### config.mk
export PLATFORM = sky130hd
export DESIGN_NAME = ccff_chain_loader
export DESIGN_NICKNAME = d
export VERILOG_FILES = /design/src/rtl/ccff_cfg_pkg.sv /design/src/rtl/ccff_byte_serializer.sv /design/src/rtl/ccff_chain_loader.sv
export SDC_FILE = /design/constraint.sdc
export NUM_CORES = 1
export LEC_CHECK = 0
export CAP_MARGIN = 20
export CORE_MARGIN = 2
export CORE_UTILIZATION = 60
export CTS_CLUSTER_DIAMETER = 150
export DETAILED_ROUTE_END_ITERATION = 6
export PLACE_DENSITY = 0.81
export SLEW_MARGIN = 20
export SYNTH_ARGS = -nofsm -noshare
export SYNTH_HDL_FRONTEND = slang
export SYNTH_SLANG_ARGS = --single-unit
### constraint.sdc
create_clock -name prog_clk -period 4 [get_ports prog_clk]
set_clock_uncertainty 0.2 [all_clocks]
set_input_delay 0.6 -clock prog_clk [delete_from_list [all_inputs] [get_ports prog_clk]]
set_output_delay 0.6 -clock prog_clk [all_outputs]
set_load 0.01 [all_outputs]
### src/rtl/ccff_cfg_pkg.sv
// Shared definitions for the configuration-chain loader: FSM state encoding
// and the default preamble marker.
package ccff_cfg_pkg;

    typedef enum logic [2:0] {
        ST_IDLE   = 3'd0,
        ST_MARKER = 3'd1,
        ST_DATA   = 3'd2,
        ST_DONE   = 3'd3,
        ST_ERR    = 3'd4
    } ccff_state_e;

    localparam int                      DEF_MARKER_W = 16;
    localparam logic [DEF_MARKER_W-1:0] DEF_MARKER   = 16'hA5C3;
    localparam int                      BYTE_W       = 8;

endpackage

### src/rtl/ccff_byte_serializer.sv
// Byte-to-bit serializer feeding the chain head. Holds one byte, presents its
// bits LSB first, and stops accepting once CHAIN_LEN bits have been taken.
// When empty, an arriving byte's bit 0 is presented in the same cycle so a
// continuous byte stream shifts one bit per cycle without bubbles.
// The caller guarantees that while enable is high every presented bit shifts.
module ccff_byte_serializer
    import ccff_cfg_pkg::*;
#(
    parameter int CHAIN_LEN = 1024
) (
    input  logic       clk,
    input  logic       rst,
    input  logic       clear,
    input  logic       enable,
    input  logic       shift,
    input  logic [7:0] cfg_data,
    input  logic       cfg_valid,
    output logic       cfg_ready,
    output logic       bit_valid,
    output logic       bit_data
);

    localparam int ACC_W = $clog2(CHAIN_LEN + BYTE_W + 1);

    logic [7:0]       byte_r;
    logic [3:0]       cnt_r;
    logic [ACC_W-1:0] acc_r;
    logic             have_s;
    logic             last_s;
    logic             room_s;
    logic             take_s;

    // Handshake decode and presentation of the next bit
    always_comb begin
        have_s    = (cnt_r != 4'd0);
        last_s    = (cnt_r == 4'd1);
        room_s    = (acc_r < ACC_W'(CHAIN_LEN));
        cfg_ready = enable && room_s && (!have_s || last_s);
        take_s    = cfg_valid && cfg_ready;
        bit_valid = have_s || take_s;
        if (have_s) begin
            bit_data = byte_r[0];
        end else if (take_s) begin
            bit_data = cfg_data[0];
        end else begin
            bit_data = 1'b0;
        end
    end

    // Byte register, remaining-bit count and tally of accepted bits
    always_ff @(posedge clk) begin
        if (rst || clear) begin
            byte_r <= 8'd0;
            cnt_r  <= 4'd0;
            acc_r  <= {ACC_W{1'b0}};
        end else if (take_s) begin
            acc_r <= acc_r + ACC_W'(BYTE_W);
            if (have_s) begin
                // final bit of the held byte leaves now; new byte loads whole
                byte_r <= cfg_data;
                cnt_r  <= 4'd8;
            end else if (shift) begin
                // bit 0 went straight to the chain this cycle
                byte_r <= {1'b0, cfg_data[7:1]};
                cnt_r  <= 4'd7;
            end else begin
                byte_r <= cfg_data;
                cnt_r  <= 4'd8;
            end
        end else if (shift && have_s) begin
            byte_r <= {1'b0, byte_r[7:1]};
            cnt_r  <= cnt_r - 4'd1;
        end else begin
            byte_r <= byte_r;
            cnt_r  <= cnt_r;
        end
    end

endmodule

### src/rtl/ccff_chain_loader.sv
// Loads a configuration flip-flop chain: shifts a preamble marker followed by
// CHAIN_LEN bitstream bits, and verifies the marker as it returns on the tail.
module ccff_chain_loader
    import ccff_cfg_pkg::*;
#(
    parameter int                  CHAIN_LEN = 1024,
    parameter int                  MARKER_W  = DEF_MARKER_W,
    parameter logic [MARKER_W-1:0] MARKER    = MARKER_W'(DEF_MARKER)
) (
    input  logic       prog_clk,
    input  logic       pReset,
    input  logic       start,
    input  logic [7:0] cfg_data,
    input  logic       cfg_valid,
    output logic       cfg_ready,
    output logic       ccff_head,
    output logic       ccff_shift_en,
    input  logic       ccff_tail,
    output logic       busy,
    output logic       done,
    output logic       error
);

    localparam int               TOTAL         = CHAIN_LEN + MARKER_W;
    localparam int               CNT_W         = $clog2(TOTAL + 1);
    localparam logic [CNT_W-1:0] K_MARKER_LAST = CNT_W'(MARKER_W - 1);
    localparam logic [CNT_W-1:0] K_CHECK_FIRST = CNT_W'(CHAIN_LEN);
    localparam logic [CNT_W-1:0] K_LAST        = CNT_W'(TOTAL - 1);
    localparam logic [CNT_W-1:0] K_MAX         = CNT_W'(TOTAL);

    ccff_state_e      state_r;
    ccff_state_e      state_nx_s;
    logic [CNT_W-1:0] k_r;
    logic [CNT_W-1:0] k_nx_s;
    logic [CNT_W-1:0] k_inc_s;
    logic             busy_r;
    logic             done_r;
    logic             error_r;
    logic             launch_s;
    logic             ser_enable_s;
    logic             ser_bit_valid_s;
    logic             ser_bit_s;
    logic             shift_s;
    logic             head_s;
    logic             check_s;
    logic             mismatch_s;

    // Marker bit lookup that returns 0 for any index outside the marker
    function automatic logic marker_bit(input logic [CNT_W-1:0] idx);
        logic r;
        r = 1'b0;
        for (int i = 0; i < MARKER_W; i++) begin
            if (idx == CNT_W'(i)) begin
                r = MARKER[i];
            end else begin
                r = r;
            end
        end
        return r;
    endfunction

    assign ser_enable_s = (state_r == ST_DATA);

    ccff_byte_serializer #(
        .CHAIN_LEN (CHAIN_LEN)
    ) u_serializer (
        .clk       (prog_clk),
        .rst       (pReset),
        .clear     (launch_s),
        .enable    (ser_enable_s),
        .shift     (shift_s),
        .cfg_data  (cfg_data),
        .cfg_valid (cfg_valid),
        .cfg_ready (cfg_ready),
        .bit_valid (ser_bit_valid_s),
        .bit_data  (ser_bit_s)
    );

    // Chain drive for this cycle and comparison of the returning marker
    always_comb begin
        shift_s = 1'b0;
        head_s  = 1'b0;
        case (state_r)
            ST_MARKER: begin
                shift_s = 1'b1;
                head_s  = marker_bit(k_r);
            end
            ST_DATA: begin
                shift_s = ser_bit_valid_s;
                head_s  = ser_bit_valid_s & ser_bit_s;
            end
            default: begin
                shift_s = 1'b0;
                head_s  = 1'b0;
            end
        endcase
        check_s    = shift_s && (k_r >= K_CHECK_FIRST);
        mismatch_s = check_s && (ccff_tail != marker_bit(k_r - K_CHECK_FIRST));
    end

    // Next state and shift index; a tail mismatch overrides every other move
    always_comb begin
        state_nx_s = state_r;
        k_nx_s     = k_r;
        launch_s   = 1'b0;
        k_inc_s    = (k_r != K_MAX) ? (k_r + CNT_W'(1)) : k_r;
        case (state_r)
            ST_IDLE, ST_DONE, ST_ERR: begin
                if (start) begin
                    launch_s   = 1'b1;
                    state_nx_s = ST_MARKER;
                    k_nx_s     = {CNT_W{1'b0}};
                end else begin
                    state_nx_s = state_r;
                end
            end
            ST_MARKER: begin
                k_nx_s = k_inc_s;
                if (mismatch_s) begin
                    state_nx_s = ST_ERR;
                end else if (k_r == K_MARKER_LAST) begin
                    state_nx_s = ST_DATA;
                end else begin
                    state_nx_s = ST_MARKER;
                end
            end
            ST_DATA: begin
                if (shift_s) begin
                    k_nx_s = k_inc_s;
                end else begin
                    k_nx_s = k_r;
                end
                if (mismatch_s) begin
                    state_nx_s = ST_ERR;
                end else if (shift_s && (k_r == K_LAST)) begin
                    state_nx_s = ST_DONE;
                end else begin
                    state_nx_s = ST_DATA;
                end
            end
            default: begin
                state_nx_s = ST_IDLE;
                k_nx_s     = {CNT_W{1'b0}};
            end
        endcase
    end

    // State, shift index and registered status flags
    always_ff @(posedge prog_clk) begin
        if (pReset) begin
            state_r <= ST_IDLE;
            k_r     <= {CNT_W{1'b0}};
            busy_r  <= 1'b0;
            done_r  <= 1'b0;
            error_r <= 1'b0;
        end else begin
            state_r <= state_nx_s;
            k_r     <= k_nx_s;
            busy_r  <= (state_nx_s == ST_MARKER) || (state_nx_s == ST_DATA);
            done_r  <= (state_nx_s == ST_DONE);
            error_r <= (state_nx_s == ST_ERR);
        end
    end

    assign ccff_head     = head_s;
    assign ccff_shift_en = shift_s;
    assign busy          = busy_r;
    assign done          = done_r;
    assign error         = error_r;

endmodule
==> results.cfg, run 1 <==
[detailed_routing]
drt_iter0_drc = 161
drc = 0
vias_per_cell = 6.02
wirelength_microns = 4520
dr.pass1.iters = 4
wire_per_inst_microns = 13.7
ant_nets = 0
vias = 1981

[critical_path]
start_kind = register
required_ps = 3200
end_kind = primary output
crit_path_max_incr_delay_ps = 530
cpMaxStageDelayCell = clkdlybuf4s50_1
arrival_ps = 2540
crit_chain = inv_1 -> ha_1 -> or4_1 -> o32a_1 -> a31oi_2 -> a2bb2oi_1 -> nor2_1 -> clkdlybuf4s50_1
critPathKind = register to primary output
worstPathMaxFanout = 6

[grt]
grt_pass1_wl_microns = 7800
grt_max_degree = 31
overflow = 0
antenna_found_initial = 0
grt_pass1_vias = 1750
grt.total_usage_pct = 23.7

[synth]
ys_seq_area_share_pct = 33.3
synth_top_area_share_pct = 33.3
netlist_area_sq_mm = 0.00223
ys_ff_latch = 37
synth_area_leaders = dfxtp_1 33%, nand2_1 5.6%, a2111o_1 4.6%, mux2i_1 4.0%, ha_1 3.9%
syn_nets = 289
ys_warn_count = 0
syn_inst = 269
yosys_most_used_dff = dfxtp_1
yosys.area.top_type = dfxtp_1
synth-edff-count = 0
async_reset_ff_share_pct = 0
yosysUniqueCellTypes = 55
syn_avg_cell_area_sq_um = 8.28

[die]
start_util_pct = 61.8
die_w_microns = 64.9
dieHeight_microns = 64.9
io_pins = 19
core_sq_mm = 0.00361
placementRows = 22
die_area_sq_mm = 0.00422

[clocking]
ctsHtreeMaxLevel = 2
cts_setup_buffers = 0
cts_buffers = 5
cts_tree = done
cts_resized = 0
clk_pin_slew_ps = 80
cts_hold_buf = 0
cts_root_buf = clkbuf_8
cts.sinks = 37
cts_buffer_depth = 2
insertion_delay_ps = 300

[placement]
dpl.hpwl_microns = 3110
port-buffer-count = 18
place.gp.congestion = 0.838

[timing]
hold_viol_final = 0
finalSetupTns_ps = 0
slew_headroom_pct = 52.1
tightest_slew_ps = 718
period_minus_slack_ps = 3340
fin_crit_sh_pct = 83.6
setup_viol = 0
drv_slew = 0
rsz0062_at_grt = no
fmax_ghz = 0.299
hold_ws_ps = 259

[finish]
final_common_cell = dfxtp_1
post-route-util_pct = 70.5
antenna_cells = 0
area_delta_synth_final_pct = 14.2
drive_above_1_share_pct = 7.47
nNetsFinal = 300
final_cell_mix = 37 x dfxtp_1, 33 x nand2_1, 23 x nor2_1

[power]
p_switching_uw = 224
peakVddDrop_uv = 181
combPwrFrac_pct = 14.1
intPower_uw = 677
clkPwrFrac_pct = 43.8
swShare_pct = 24.9
powerDensity_mw_per_mm2 = 354
p_leak_uw = 0.000918
seqPwrFrac_pct = 42.1

[hold_path]
hp-class = register to register

[run]
maxCapViolCount = 0

[outcome]
outcome = completed
-- flip-flops by register name, indices dropped and copies added, names as in the netlist --
signal	cells
error	1
done	1
u_serializer.byte_r	8
k_r	11
state_r	3
busy	1
u_serializer.cnt_r	4
u_serializer.acc_r	8
-- cell type report --
class	count	area, sq um
Clock inverter	3	68.8
Fill cell	295	1060
Inverter	8	30.0
Sequential cell	37	741
Timing Repair Buffer	21	203
Multi-Input combinational cell	207	1370
Clock buffer	5	68.8
Tap cell	48	60.1
-- power groups by stage --
| stage | logic (uW) | registers [uW] | clock network, uW |
|---|---|---|---|
| finish | 127 | 379 | 395 |
| global route | 140 | 380 | 420 |
| CTS | 127 | 379 | 404 |
| detailed placement | 125 | 387 | 0 |
| global placement | 123 | 387 | 0 |
| floorplan | 87.3 | 386 | 0 |
-- worst paths after layout --
check	cells past startpoint	endpoint	startpoint	slack, ps
max	8	ccff_head	k_r[0]	660
min	2	u_serializer.byte_r[2]	u_serializer.byte_r[2]	260
max reg2reg	8	k_r[1]	u_serializer.cnt_r[0]	1270
min reg2reg	2	u_serializer.byte_r[2]	u_serializer.byte_r[2]	260
-- through the flow --
| step | power (uW) | std cells | setup WS [ps] | instance area, sq um |
|---|---|---|---|---|
| floorplan | 474 | 269 | 1510 | 2230 |
| global placement | 510 | 321 | 985 | 2410 |
| detailed placement | 513 | 321 | 962 | 2410 |
| CTS | 910 | 329 | 652 | 2540 |
| global route | 940 | 329 | 529 | 2540 |
| finish | 901 | 329 | 658 | 2540 |
-- cell families (layout without fill, tap and decap cells) --
group           Yosys count  after routing  share of synthesized area [%]
buf+inv                  25             37                           5.34
simple gates            112            112                           26.5
fa+ha+maj                 7              7                           3.93
flops                    37             37                           33.3
xor+xnor                  8              8                           3.15
compound gates           71             71                           23.8
mux                       9              9                           4.05
-- synth_stat cells, drive strengths merged (3+ instances only) --
cell type / n
inv: 8
o2111ai: 6
ha: 7
nor2: 23
nor3b: 5
nor4: 3
a31oi: 3
a211o: 7
nor2b: 3
and3: 3
nor3: 7
dfxtp: 37
nand2b: 5
nand3: 10
or2: 3
nand4: 3
mux2i: 9
a21oi: 17
nand2: 33
buf: 8
xor2: 6
o21ai: 12
clkbuf: 9
a2111o: 9
and2: 5
-- critical path, delay by kind of cell, from the launching register on --
family	cells	cell delay (ps)
buf+inv	2	640
simple gates	2	490
compound gates	3	450
flops	1	430
fa+ha+maj	1	240
-- layer usage --
| metal | track usage [%] | part of all wire (%) | vias to the layer above |
|---|---|---|---|
| met5 | 0 | 0 | - |
| met2 | 35.1 | 44 | 43 |
| li1 | - | - | 1008 |
| met3 | 4.51 | 4.7 | 11 |
| met1 | 32.3 | 49 | 919 |
| met4 | 13.0 | 2.2 | 0 |
No activity file was read; power rests on OpenSTA's default activity.
==> inputs of run 2 (changes only) <==
--- a/config.mk
+++ b/config.mk
@@ -7,10 +7,10 @@
 export LEC_CHECK = 0
 export CAP_MARGIN = 20
 export CORE_MARGIN = 2
-export CORE_UTILIZATION = 60
+export CORE_UTILIZATION = 57
 export CTS_CLUSTER_DIAMETER = 150
 export DETAILED_ROUTE_END_ITERATION = 6
-export PLACE_DENSITY = 0.81
+export PLACE_DENSITY = 0.78
 export SLEW_MARGIN = 20
 export SYNTH_ARGS = -nofsm -noshare
 export SYNTH_HDL_FRONTEND = slang
==> constraint.sdc (replaced) <==
create_clock -name prog_clk -period 3.2 [get_ports prog_clk]
set_clock_uncertainty 0.2 [all_clocks]
set_input_delay 0.48 -clock prog_clk [delete_from_list [all_inputs] [get_ports prog_clk]]
set_output_delay 0.48 -clock prog_clk [all_outputs]
set_load 0.01 [all_outputs]
==> results.cfg, run 2 (same netlist as run 1, synthesis figures left out) <==
[outcome]
outcome = completed

[finish]
antenna_cells = 0
area_delta_synth_final_pct = 15.1
post-route-util_pct = 69.0
final_common_cell = dfxtp_1
final_cell_mix = 36 x dfxtp_1, 33 x nand2_1, 23 x nor2_1
largest_reg_flops = 11
reg_top3 = k_r: 11 flops, u_serializer.acc_r: 8 flops, u_serializer.byte_r: 8 flops
nNetsFinal = 304
regMostFlops = k_r
drive_above_1_share_pct = 9.12

[grt]
grt_pass1_wl_microns = 7550
antenna_found_initial = 0
grt_max_degree = 31
overflow = 0
grt_pass1_vias = 1646
grt.total_usage_pct = 22.3

[critical_path]
critPathKind = register to primary output
worstPathMaxFanout = 6
crit_path_max_incr_delay_ps = 490
crit_chain = ha_1 -> or4_1 -> o32a_1 -> a31oi_4 -> a2bb2oi_1 -> nor2_1 -> dlymetal6s2s_1
arrival_ps = 2110
start_kind = register
end_kind = primary output
required_ps = 2520
path_buf_inv = 1
crit_family = simple AND/OR/NAND/NOR gates
cpMaxStageDelayCell = or4_1

[placement]
port-buffer-count = 18
dpl.hpwl_microns = 3230
preCtsSetupSlack_ps = 266
place.gp.congestion = 0.813

[power]
finalPower_uw = 1050
clkPwrFrac_pct = 39.5
p_leak_uw = 0.000940
peakVddDrop_uv = 255
intPower_uw = 769
powerDensity_mw_per_mm2 = 411
p_switching_uw = 285
seqPwrFrac_pct = 44.9
combPwrFrac_pct = 15.6
swShare_pct = 27.0

[clocking]
cts_buffer_depth = 2
cts_setup_buffers = 0
cts_root_buf = clkbuf_8
cts.sinks = 37
insertion_delay_ps = 300
ctsHtreeMaxLevel = 2
clk_pin_slew_ps = 80
cts_tree = done
cts_buffers = 5

[die]
placementRows = 22
core_sq_mm = 0.00372
start_util_pct = 59.9
dieHeight_microns = 66.5
die_area_sq_mm = 0.00442
io_pins = 19
die_w_microns = 66.5

[detailed_routing]
wire_per_inst_microns = 14.0
drc = 0
wirelength_microns = 4650
vias = 1977
dr.pass1.iters = 4
vias_per_cell = 5.94
ant_nets = 0
drt_iter0_drc = 127

[timing]
hold_viol_final = 0
tightest_slew_ps = 716
hold_ws_ps = 261
slew_headroom_pct = 52.3
worst_slack_ps = 413
finalSetupTns_ps = 0
setup_viol = 0
rsz0062_at_grt = no
fin_crit_sh_pct = 87.1
drv_slew = 0
period_minus_slack_ps = 2790
fmax_ghz = 0.359

[run]
maxCapViolCount = 0

[hold_path]
hp-class = register to register
run 2: metal layers:
metal	track usage, %	vias to the layer above	share of wire (%)
li1	-	1018	-
met5	0	-	0
met1	32.1	914	51
met2	32.5	41	44
met4	6.89	0	0.95
met3	5.74	4	4.1
run 2: stage by stage:
step | std cells | instance area, sq um
after detailed placement | 325 | 2440
after global placement | 325 | 2440
final | 333 | 2560
after floorplan | 269 | 2230
after global routing | 333 | 2560
after CTS | 333 | 2550
run 2: layout make-up:
type | instances | area [sq um]
clock buffer | 5 | 68.8
sequential | 37 | 742
tap | 48 | 60.1
inverter | 8 | 30.0
timing repair buffer | 25 | 235
multi-input combinational | 207 | 1380
clock inverter | 3 | 46.3
fill | 332 | 1150
run 2: tightest hold or removal path: cells and delay by family (launching register included):
| kind | cells | cell delay [ps] |
|---|---|---|
| DFF | 1 | 320 |
| and+or+nand+nor | 1 | 50 |
| AOI/OAI and AO/OA | 1 | 50 |
run 2: power by group through the flow:
| stage | clock network, uW | logic, uW | registers, uW |
|---|---|---|---|
| 5_1_grt | 446 | 180 | 475 |
| 3_5_place_dp | 0 | 161 | 484 |
| 3_3_place_gp | 0 | 160 | 484 |
| 2_1_floorplan | 0 | 109 | 483 |
| 6_report | 417 | 164 | 473 |
| 4_1_cts | 423 | 163 | 473 |
run 2: path summary, 6_finish.rpt:
path	slack [ps]	from	depth (start not counted)	to
setup / recovery	410	k_r[0]	7	ccff_head
hold / removal	260	u_serializer.byte_r[2]	2	u_serializer.byte_r[2]
setup reg to reg	670	u_serializer.cnt_r[0]	7	k_r[1]
hold reg to reg	260	u_serializer.byte_r[2]	2	u_serializer.byte_r[2]
run 2: what timing repair did:
action                                  in CTS  in global routing
pin swaps                                    0                  0
hold buffers                                 0                  0
gates cloned                                 0                  0
resized for setup                            1                  2
hold endpoints to repair                     0                  0
endpoints found under the setup margin       1                  1
==> inputs of run 3 (changes only) <==
--- a/config.mk
+++ b/config.mk
@@ -5,6 +5,7 @@
 export SDC_FILE = /design/constraint.sdc
 export NUM_CORES = 1
 export LEC_CHECK = 0
+export ABC_AREA = 1
 export CAP_MARGIN = 20
 export CORE_MARGIN = 2
 export CORE_UTILIZATION = 57
==> results.cfg, run 3 <==
[synth]
syn_avg_cell_area_sq_um = 7.04
ys_ff_latch = 37
synth.most_common_cell = nand2_1
netlist_area_sq_mm = 0.00213
synth-edff-count = 0
synth_top_area_share_pct = 34.8
ys_seq_area_share_pct = 34.8
yosysUniqueCellTypes = 39
yosys_most_used_dff = dfxtp_1
syn_inst = 302
synth_area_leaders = dfxtp_1 35%, nand2_1 11%, a21oi_1 7.8%, inv_1 5.3%, nor2_1 4.8%
yosys.area.top_type = dfxtp_1
async_reset_ff_share_pct = 0
synth_top_cells_by_count = 64 x nand2_1, 37 x dfxtp_1, 33 x a21oi_1, 30 x inv_1, 27 x nor2_1
ys_warn_count = 0
syn_nets = 322

[critical_path]
arrival_ps = 2330
start_kind = register
required_ps = 2520
crit_family = buffers and inverters
critPathKind = register to primary output
cpMaxStageDelayCell = clkdlybuf4s50_1
crit_chain = inv_1 -> ha_1 -> nor2_1 -> nor2_1 -> nand3_4 -> nand2_2 -> nand2_2 -> o32ai_1 -> clkdlybuf4s50_1
end_kind = primary output
crit_path_max_incr_delay_ps = 610
path_buf_inv = 2
worstPathMaxFanout = 3

[finish]
regMostFlops = k_r
final_common_cell = nand2_1
post-route-util_pct = 68.6
fillCellCount = 331
reg_top3 = k_r: 11 flops, u_serializer.acc_r: 8 flops, u_serializer.byte_r: 8 flops
drive_above_1_share_pct = 12.3
stdcell_count = 373
largest_reg_flops = 11
area_delta_synth_final_pct = 17.2
antenna_cells = 0
nNetsFinal = 344
design_area_sq_mm = 0.00249
final_cell_mix = 64 x nand2_1, 37 x dfxtp_1, 33 x a21oi_1

[placement]
port-buffer-count = 18
placed_area_sq_mm = 0.00236
dpl.hpwl_microns = 3260
place.gp.congestion = 0.885
placed_cells = 365

[die]
start_util_pct = 58.5
die_area_sq_mm = 0.00423
io_pins = 19
die_w_microns = 65.1
placementRows = 22
dieHeight_microns = 65.1
core_sq_mm = 0.00363

[timing]
slew_headroom_pct = 64.9
period_minus_slack_ps = 3010
drv_slew = 0
fmax_ghz = 0.332
finalSetupTns_ps = 0
setup_viol = 0
rsz0062_at_grt = no
tightest_slew_ps = 525
hold_viol_final = 0
fin_crit_sh_pct = 94.2

[detailed_routing]
wirelength_microns = 4440
drc = 0
vias_per_cell = 5.37
wire_per_inst_microns = 11.9
dr.pass1.iters = 4
ant_nets = 0
vias = 2003
drt_iter0_drc = 146

[outcome]
outcome = completed

[grt]
grt_pass1_vias = 1855
grt_max_degree = 15
grt_pass1_wl_microns = 7870
overflow = 0
grt.total_usage_pct = 23.8
antenna_found_initial = 0

[clocking]
ctsHtreeMaxLevel = 2
cts_setup_buffers = 0
cts_hold_buf = 0
cts.sinks = 37
cts_resized = 0
cts_root_buf = clkbuf_8
clk_pin_slew_ps = 80
cts_tree = done
insertion_delay_ps = 300
cts_buffers = 5
cts_buffer_depth = 2

[power]
finalPower_uw = 1080
peakVddDrop_uv = 242
p_leak_uw = 0.000992
powerDensity_mw_per_mm2 = 433

[run]
maxCapViolCount = 0

[hold_path]
hp-class = register to register
==> run 3: cell count changes after synthesis, sizes merged, moves of 6 or more <==
cell	before	now
a2111o	9	0
a211o	7	0
a21oi	17	34
clkbuf	9	2
inv	8	40
mux2i	9	0
nand2	33	72
nand3	10	17
nor2	23	32
o2111ai	6	0
o21ai	12	18
==> run 3: where the power goes <==
| part | switching [uW] | internal (uW) |
|---|---|---|
| registers | 5.28 | 465 |
| logic | 70.5 | 51.5 |
| clock network | 177 | 310 |
==> run 3: layer usage <==
metal / share of wire, % / global-route usage (%)
met1: 49 / 30.3
met2: 46 / 40.1
met3: 3.8 / 5.56
met4: 1.5 / 7.29
met5: 0 / 0
==> run 3: path summary, 6_finish.rpt <==
path / slack [ps] / depth (start not counted) / startpoint / end
min reg2reg: 270 / 2 / u_serializer.cnt_r[1] / u_serializer.cnt_r[1]
max reg2reg: 970 / 12 / u_serializer.cnt_r[0] / k_r[8]
max: 190 / 9 / u_serializer.cnt_r[0] / ccff_head
min: 270 / 2 / u_serializer.cnt_r[1] / u_serializer.cnt_r[1]
==> run 3: layout make-up <==
| class | count | area, sq um | area share (%) |
|---|---|---|---|
| clock buffers | 5 | 68.8 | 2.76 |
| clock inverters | 3 | 65.1 | 2.61 |
| inverters | 41 | 159 | 6.38 |
| multi-input cells | 219 | 1200 | 48.3 |
| flip-flops and latches | 37 | 741 | 29.7 |
| well taps | 48 | 60.1 | 2.41 |
| repair buffers | 20 | 195 | 7.83 |
==> run 3: cell families after synthesis <==
family                   after synthesis  synth area share (%)
AO/OA/AOI/OAI                         69                  18.7
XOR/XNOR                               5                  2.06
buffers and inverters                 46                  8.53
flip-flops                            37                  34.8
adder cells (fa/ha/maj)                7                  4.12
AND/OR/NAND/NOR                      138                  31.8
==> run 3: through the flow <==
step	setup WS (ps)	hold WS [ps]
CTS	165	275
global route	11.3	286
floorplan	1080	234
detailed placement	361	263
global placement	395	254
finish	186	272
==> run 3: worst reg2reg max path, cell delays in order (launching register included) <==
cell     delay (ps)
dfxtp_1         330
inv_1            90
ha_1            210
nor2_1           70
nor2_1          180
nand3_4          90
buf_4           200
nand3_1         130
nand2_4         120
nor2_2          180
nand2_1         110
o21ai_1         160
a21oi_1          60
